[src/rtl/fifo_pkg.sv]
// Shared constants and helpers for sync_fifo_stat: size derivation, default
// thresholds, threshold legality check and the registered status-flag bundle.
package fifo_pkg;

  localparam int DEF_DATA_W    = 8;
  localparam int DEF_ADDR_W    = 7;
  localparam int DEF_AE_LEVEL  = 4;
  localparam int DEF_AF_MARGIN = 4;

  typedef struct packed {
    logic full;
    logic empty;
    logic almost_full;
    logic almost_empty;
  } fifo_flags_t;

  function automatic int depth_of(input int addr_w);
    return 1 << addr_w;
  endfunction

  function automatic int cnt_w_of(input int addr_w);
    return addr_w + 1;
  endfunction

  function automatic bit levels_legal(input int addr_w, input int af_level,
                                      input int ae_level);
    return (af_level >= 1) && (af_level <= depth_of(addr_w)) &&
           (ae_level >= 0) && (ae_level <= depth_of(addr_w) - 1);
  endfunction

endpackage

[src/rtl/fifo_ram.sv]
// Simple dual-port storage for sync_fifo_stat: synchronous write port,
// asynchronous (combinational) read port.
module fifo_ram
  import fifo_pkg::*;
#(
  parameter int DATA_W = DEF_DATA_W,
  parameter int ADDR_W = DEF_ADDR_W
) (
  input  logic              clk,
  input  logic              we,
  input  logic [ADDR_W-1:0] waddr,
  input  logic [DATA_W-1:0] wdata,
  input  logic [ADDR_W-1:0] raddr,
  output logic [DATA_W-1:0] rdata
);

  logic [DATA_W-1:0] r_mem [depth_of(ADDR_W)];

  // NOTE: storage has no reset; emptiness is tracked by the pointers and count,
  // and leaving the array unreset lets it map onto RAM primitives.
  always_ff @(posedge clk) begin
    if (we) r_mem[waddr] <= wdata;
  end

  assign rdata = r_mem[raddr];

endmodule

[src/rtl/sync_fifo_stat.sv]
// Show-ahead synchronous FIFO with occupancy count and registered programmable
// almost-full/almost-empty flags. Define SYNC_FIFO_ERR_EN for sticky overflow/underflow.
module sync_fifo_stat
  import fifo_pkg::*;
#(
  parameter int DATA_W   = DEF_DATA_W,
  parameter int ADDR_W   = DEF_ADDR_W,
  parameter int AF_LEVEL = (2 ** ADDR_W) - DEF_AF_MARGIN,
  parameter int AE_LEVEL = DEF_AE_LEVEL
) (
  input  logic              clk,
  input  logic              reset_n,
  input  logic              wr_en,
  input  logic [DATA_W-1:0] wr_data,
  input  logic              rd_en,
  output logic [DATA_W-1:0] rd_data,
  output logic              full,
  output logic              empty,
  output logic              almost_full,
  output logic              almost_empty,
  output logic [ADDR_W:0]   count,
  output logic [ADDR_W-1:0] rd_addr,
  output logic [ADDR_W-1:0] wr_addr
`ifdef SYNC_FIFO_ERR_EN
  ,
  input  logic              err_clr,
  output logic              overflow,
  output logic              underflow
`endif
);

  localparam int CNT_W = cnt_w_of(ADDR_W);
  localparam logic [CNT_W-1:0]  C_DEPTH = CNT_W'(depth_of(ADDR_W));
  localparam logic [CNT_W-1:0]  C_AF    = CNT_W'(AF_LEVEL);
  localparam logic [CNT_W-1:0]  C_AE    = CNT_W'(AE_LEVEL);
  localparam logic [CNT_W-1:0]  C_ONE   = CNT_W'(1);
  localparam logic [ADDR_W-1:0] C_INC   = ADDR_W'(1);
  localparam fifo_flags_t FLAGS_RST = '{full: 1'b0, empty: 1'b1,
                                        almost_full: 1'b0, almost_empty: 1'b1};

  if (!levels_legal(ADDR_W, AF_LEVEL, AE_LEVEL)) begin : g_bad_levels
    $error("sync_fifo_stat: AF_LEVEL or AE_LEVEL outside legal range");
  end

  logic [ADDR_W-1:0] r_wr_addr;
  logic [ADDR_W-1:0] r_rd_addr;
  logic [CNT_W-1:0]  r_count;
  logic [CNT_W-1:0]  w_count_nxt;
  fifo_flags_t       r_flags;
  fifo_flags_t       w_flags_nxt;
  logic              w_wr_acc;
  logic              w_rd_acc;

  // A write into a full FIFO is legal when the head is popped on the same edge.
  assign w_wr_acc = wr_en & (~r_flags.full | rd_en);
  assign w_rd_acc = rd_en & ~r_flags.empty;

  // NOTE: every always_comb output gets a default first so no path leaves it
  // unassigned and infers a latch.
  always_comb begin
    w_count_nxt = r_count;
    case ({w_wr_acc, w_rd_acc})
      2'b10:   w_count_nxt = r_count + C_ONE;
      2'b01:   w_count_nxt = r_count - C_ONE;
      default: w_count_nxt = r_count;
    endcase
    w_flags_nxt.full         = (w_count_nxt == C_DEPTH);
    w_flags_nxt.empty        = (w_count_nxt == '0);
    w_flags_nxt.almost_full  = (w_count_nxt >= C_AF);
    w_flags_nxt.almost_empty = (w_count_nxt <= C_AE);
  end

  // NOTE: sequential state uses non-blocking assignments so every register
  // samples pre-edge values regardless of statement order.
  always_ff @(posedge clk) begin
    if (!reset_n) begin
      r_wr_addr <= '0;
      r_rd_addr <= '0;
      r_count   <= '0;
      r_flags   <= FLAGS_RST;
    end else begin
      if (w_wr_acc) r_wr_addr <= r_wr_addr + C_INC;
      if (w_rd_acc) r_rd_addr <= r_rd_addr + C_INC;
      r_count <= w_count_nxt;
      r_flags <= w_flags_nxt;
    end
  end

  fifo_ram #(
    .DATA_W(DATA_W),
    .ADDR_W(ADDR_W)
  ) u_ram (
    .clk  (clk),
    .we   (w_wr_acc),
    .waddr(r_wr_addr),
    .wdata(wr_data),
    .raddr(r_rd_addr),
    .rdata(rd_data)
  );

`ifdef SYNC_FIFO_ERR_EN
  logic r_overflow;
  logic r_underflow;
  logic w_ovf_set;
  logic w_udf_set;

  assign w_ovf_set = wr_en & r_flags.full & ~rd_en;
  assign w_udf_set = rd_en & r_flags.empty;

  // A new error on the clearing edge stays visible.
  always_ff @(posedge clk) begin
    if (!reset_n) begin
      r_overflow  <= 1'b0;
      r_underflow <= 1'b0;
    end else begin
      r_overflow  <= w_ovf_set | (r_overflow & ~err_clr);
      r_underflow <= w_udf_set | (r_underflow & ~err_clr);
    end
  end

  assign overflow  = r_overflow;
  assign underflow = r_underflow;
`endif

  assign full         = r_flags.full;
  assign empty        = r_flags.empty;
  assign almost_full  = r_flags.almost_full;
  assign almost_empty = r_flags.almost_empty;
  assign count        = r_count;
  assign rd_addr      = r_rd_addr;
  assign wr_addr      = r_wr_addr;

endmodule
[config.mk]
export PLATFORM = sky130hd
export DESIGN_NAME = sync_fifo_stat
export DESIGN_NICKNAME = d
export VERILOG_FILES = /design/src/rtl/fifo_pkg.sv /design/src/rtl/fifo_ram.sv /design/src/rtl/sync_fifo_stat.sv
export SDC_FILE = /design/constraint.sdc
export NUM_CORES = 1
export LEC_CHECK = 0
export BUFFER_PORTS_ARGS = -buffer_cell sky130_fd_sc_hd__buf_2
export CORE_MARGIN = 2
export CORE_UTILIZATION = 34
export CTS_CLUSTER_DIAMETER = 120
export DETAILED_ROUTE_END_ITERATION = 10
export PLACE_DENSITY_LB_ADDON = 0.12
export SETUP_SLACK_MARGIN = 0.4
export SKIP_LAST_GASP = 1
export SYNTH_ARGS = -nofsm -noshare
export SYNTH_HDL_FRONTEND = slang
export SYNTH_SLANG_ARGS = --single-unit
[constraint.sdc]
create_clock -name clk -period 3.7 [get_ports clk]
set_clock_uncertainty 0.2 [all_clocks]
set_input_delay 0.37 -clock clk [delete_from_list [all_inputs] [get_ports clk]]
set_output_delay 0.37 -clock clk [all_outputs]
set_load 0.01 [all_outputs]
[Word-level counts from Yosys, hierarchy flattened]
Memories as Yosys holds them, arrays and structs flattened. A register that Yosys moved wholly into a read port is not among the register bits.
Index checks and enable logic that the tools add are counted.
W data, S select, Z words.
Storage, ports and cells
  flip-flop bits (word level): 26
  memory bits (writable): 1024
  input bits: 12
  output and inout bits: 34
  word-level logic and storage cells: 28
  memories kept: 1
Memory list
  u_ram.r_mem: words 128, width 8, rd ports 1, clocked after Yosys merged registers in 1, write ports 1, line fifo_ram.sv:17  | logic [DATA_W-1:0] r_mem [depth_of(ADDR_W)];
Cells by class
  $add $sub $neg: 4
  magnitude comparators: 2
  eq/ne operators: 3
  multiplexer cells: 5
  bitwise operators: 5
  reductions and logical operators: 1
Operator list (number)
  $pmux W8 S2: 1
  $add A7 B1 Y7 const B: 2
  $mux W7: 2
  $add A8 B1 Y8 const B: 1
  $eq A8 B8 Y1 const B: 1
  $ge A8 B7 Y1 const B: 1
  $le A8 B3 Y1 const B: 1
  $logic_not A8 Y1: 1
  $sub A8 B1 Y8 const B: 1
  $and A1 B1 Y1: 2
  $eq A2 B1 Y1 const B: 1
  $eq A2 B2 Y1 const B: 1
  $mux W1: 2
  $not A1 Y1: 2
  $or A1 B1 Y1: 1

[Depth between registers and ports, before layout]
  word-level depth: 6
  mapped depth: 12
  mapped depth without buffers: 11

[Modules after synthesis]
A second synthesis with hierarchy kept.
Unflattened totals
  cells, all modules: 1834
  area total of the unflattened synthesis: 41254.6 sq um
By module, submodules not included
  fifo_ram: instances 1, cells an instance 1627, area each 39505.4 sq um
  sync_fifo_stat: instances 1, cells an instance 207, area each 1749.2 sq um

[Worst setup path after synthesis]
OpenSTA, ideal clock, no wires.
  path type: flip-flop to output port
  from: register with a tool-made name
  to: output port rd_data[0]
  data arrival time: 2.691 ns
  data required time: 3.130 ns
  path slack: 0.439 ns
  stages on the path, launching flop included: 7
  buffers on the path: 2
  cell sequence: dfxtp_1 -> buf_2 -> buf_1 -> mux4_2 -> mux4_2 -> mux4_2 -> mux2_2
RTL lines
  end: declaration: line sync_fifo_stat.sv:16  | output logic [DATA_W-1:0] rd_data,

==> impl.org <==
** STA
- Final setup TNS :: -4.349 ns
- Slew Limit Headroom :: 15.29%
- In the finished design, the share of the clock period the worst path needs comes to 114.9%.
- Final count of pins violating max slew :: 0
- For the pin with the worst max-slew slack, the measured transition is 1.271 ns.
- The number of failing hold endpoints at the final stage came to 0.
- Fmax achieved :: 235.2 MHz
- Post-route minimum period :: 4.252 ns
- Final count of negative-setup-slack endpoints :: 8
- Worst hold slack :: 0.04346 ns
- Setup repair after global routing missed its margin :: true
- Fin worst setup slack :: -0.5519 ns

** Hold path
- Sink of the worst hold path :: u_ram.r_mem[74][2]
- Worst Min Path Start :: wr_data[2]
- The worst hold path belongs to the class in -> reg.
- Number of instances on the worst hold path :: 1

** Drt
- Post-detailed-routing wire length :: 109000 um
- Routed vias :: 19940
- Count of TritonRoute iterations in the first routing pass :: 7
- The count of nets left with antenna violations once routing finished came out at 0.
- Initial DRC count :: 1744
- WL/cell :: 28.39 um
- In the routed layout, each cell is associated on average with a via count of 5.191.
- After detailed routing, the number of remaining DRC violations is 0.

** Power and ir drop
- Summed over all cells, the static leakage comes to 15.33 nW.
- The worst-case IR drop observed on VDD is 0.0003522 V.
- Power per cell area :: 553.9 nW/um^2
- The completed layout was analyzed and its total power is 27.46 mW.

** CTS
- Clock-pin slew was measured on the worst setup and hold paths at 0.06 ns.
- CTS tree :: done
- Library cell used as clock root buffer :: sky130_fd_sc_hd__clkbuf_16
- For this design, the sink count on the clock tree is 1057.
- Clock tree synthesis inserted a total of 112 buffers.
- Clk_lat worst skew :: 0.69 ns
- The clock tree synthesis step divided the H-tree into 3 levels.
- The clock passes through at most 3 buffers.

** Final layout
- Final Util :: 40.90%
- The post-route netlist has 36.19% of its cells at a drive strength greater than 1.
- From synthesis to final layout, the design area changed by 19.77%.
- Antenna diodes :: 0
- The layout has 10630 filler cells.
- Area of the multi-input gates :: 9535 um^2
- Sequential standard cell area :: 31430 um^2
- The net count of the finished layout is 2132.

** Outcome
- The run finished, with violations left.
- The final reports fail on negative setup slack.

** Floorplanning
- Count of standard-cell rows :: 128
- From left edge to right edge, the die measures 352.9 um.
- Count of boundary I/O pins :: 46
- Die ar. :: 124600 um^2
- Floorplan die height :: 352.9 um
- Core area :: 121200 um^2
- Effective utilization at floorplan :: 34.14%

** Setup path
- Across all register-to-register paths, the minimum setup slack is 0.68 ns.
- STA puts the critical path data required time at 3.13 ns.
- Sort of element at the start of the critical path :: register
- Launch instance of the worst register-to-register path :: empty
- Of all nets on the critical path, the largest fanout is 5.
- The endpoint identified for the worst register-to-register timing path is full.
- Start-to-end type of the worst setup path :: reg -> out
- R2R depth :: 10
- Worst Setup End Kind :: output pin
- For the worst setup path, the data arrival time is 3.68 ns.

** Synth
- Async set or reset register ratio after synthesis :: 0%
- Dominant cells by area after synthesis :: sky130_fd_sc_hd__edfxtp_1 (74%), sky130_fd_sc_hd__mux4_2 (18%), sky130_fd_sc_hd__dfxtp_1 (1.6%)
- Number of distinct library cells after synthesis :: 53
- The synthesized design contains 1057 register bits.
- Combined area of all synthesized cells :: 41400 um^2
- Avg Inst Size Synth :: 22.38 um^2
- The Yosys step of the flow raised 0 warnings.
- Sequential cells were found to cover 75.88% of the synthesized design area.
- Among all flip-flop cells after synthesis, the most frequent one is sky130_fd_sc_hd__edfxtp_1.
- Leading post-synthesis cells by instance count :: sky130_fd_sc_hd__edfxtp_1 (1024), sky130_fd_sc_hd__mux4_2 (336), sky130_fd_sc_hd__nor2_1 (140), sky130_fd_sc_hd__clkbuf_1 (63), sky130_fd_sc_hd__dfxtp_1 (33)
- In this run, synthesis inferred 1024 flip-flops with an integrated enable.
- Count leader, synth :: sky130_fd_sc_hd__edfxtp_1
- Net count of the mapped netlist :: 1866
- The synthesized design devotes to its leading area cell type 74.28% of total area.
- sky130_fd_sc_hd__edfxtp_1 takes more of the synthesized area than any other cell.
- Synthesis produced a netlist whose cell count is 1850.

** Global route
- Across every metal layer, demand over resource in global routing totals 17.40%.
- The first global-routing pass estimated 154900 um of wire.
- Number of antenna violations at the first check in global routing :: 8
- Pin count of the biggest net entering global routing :: 93
- The via count of the first global-routing pass was 20440.
- For this run the aggregate overflow at the end of global routing stands at 0.

** Place
- Final Wtd Congestion :: 0.7834
- Before CTS, the worst setup slack after placement is 0.01552 ns.
- Placed wire-length estimate :: 66510 um
- The count of buffers added on input and output ports is 45.

** Flow run
- Max_cap viols :: 0
==> worst max path at each step <==
stage / startpoint / cells past startpoint / to / slack, ns
after floorplan: register / 6 / rd_data[0] / 0.44
after global placement: register / 7 / rd_data[4] / 0.01
after detailed placement: register / 7 / rd_data[4] / 0.02
after CTS: register / 8 / rd_data[7] / -0.64
after global routing: register / 8 / rd_data[1] / -0.65
final: register / 9 / rd_data[0] / -0.55
==> metrics by stage <==
step | instance area, um^2 | std cells
2_1_floorplan | 41400 | 1850
3_3_place_gp | 45020 | 3593
3_5_place_dp | 45020 | 3593
4_1_cts | 49270 | 3828
5_1_grt | 49580 | 3841
6_report | 49580 | 3841
==> final cells by class <==
type | instances | area share, %
clock buffer | 139 | 6.180
clock inverter | 75 | 1.504
inverter | 3 | 0.02271
multi-input combinational | 680 | 19.23
sequential | 1057 | 63.38
tap | 1625 | 4.101
timing repair buffer | 262 | 5.577
==> repair_timing <==
item | in CTS | in global routing
endpoints found under the hold margin | 66 | 0
hold buffers | 2 | 0
setup endpoints to repair | 8 | 9
cloned | 6 | 8
gates resized for setup | 26 | 19
buffers inserted | 13 | 5
==> where the power goes <==
group	leakage (nW)	switching [mW]	total, mW	internal [mW]
combinational	3.97	1.35	2.76	1.40
clock	1.87	4.68	11.5	6.79
sequential	9.48	0.0743	13.2	13.2
total	15.3	6.11	27.5	21.4
==> flip-flops by register name, summed over array words and instances, names as in the netlist, named ones only <==
signal	cells
u_ram.r_mem	1024
count	8
rd_addr	7
wr_addr	7
almost_empty	1
almost_full	1
empty	1
full	1
==> kinds of logic (layout without fill, tap and decap cells) <==
kind of cell	after synthesis	in the layout	share of synthesized area [%]
AO/OA/AOI/OAI	47	47	0.7647
multiplexers	351	351	18.67
buffers and inverters	113	479	1.179
flip-flops	1057	1057	75.88
AND/OR/NAND/NOR	258	258	2.968
XOR/XNOR	20	20	0.4232
adder cells (fa/ha/maj)	4	4	0.1209
==> layout by cell type, fill, tap and decap left out, drive strengths merged, types with 6 or more instances in the layout <==
master	n
clkbuf	147
o21ai	8
and2	21
mux2i	7
xnor2	15
inv	8
mux2	8
clkinv	52
nand4	8
nand3	11
or3b	6
dfxtp	33
nand2	25
mux4	336
or2	6
or3	6
nor2b	14
edfxtp	1024
nor2	140
buf	251
bufinv	13
a21oi	11
==> per-layer routing <==
metal | wire [um] | track usage, % | up-vias
met1 | 49550 | 25.27 | 10950
met3 | 5235 | 2.661 | 122
li1 | - | - | 8353
met4 | 2056 | 4.282 | 0
met2 | 52190 | 27.63 | 517
met5 | 0 | 0 | -
==> critical path: stages, from the launching register on <==
cell                      delay (ns)
sky130_fd_sc_hd__dfxtp_4        0.39
sky130_fd_sc_hd__buf_4          0.12
sky130_fd_sc_hd__buf_6          0.11
sky130_fd_sc_hd__buf_16         0.14
sky130_fd_sc_hd__buf_6          0.12
sky130_fd_sc_hd__mux4_2         0.55
sky130_fd_sc_hd__mux4_2         0.51
sky130_fd_sc_hd__mux4_2         0.59
sky130_fd_sc_hd__mux2_4         0.33
sky130_fd_sc_hd__buf_6          0.13
Power figures use the tool's default switching activity.
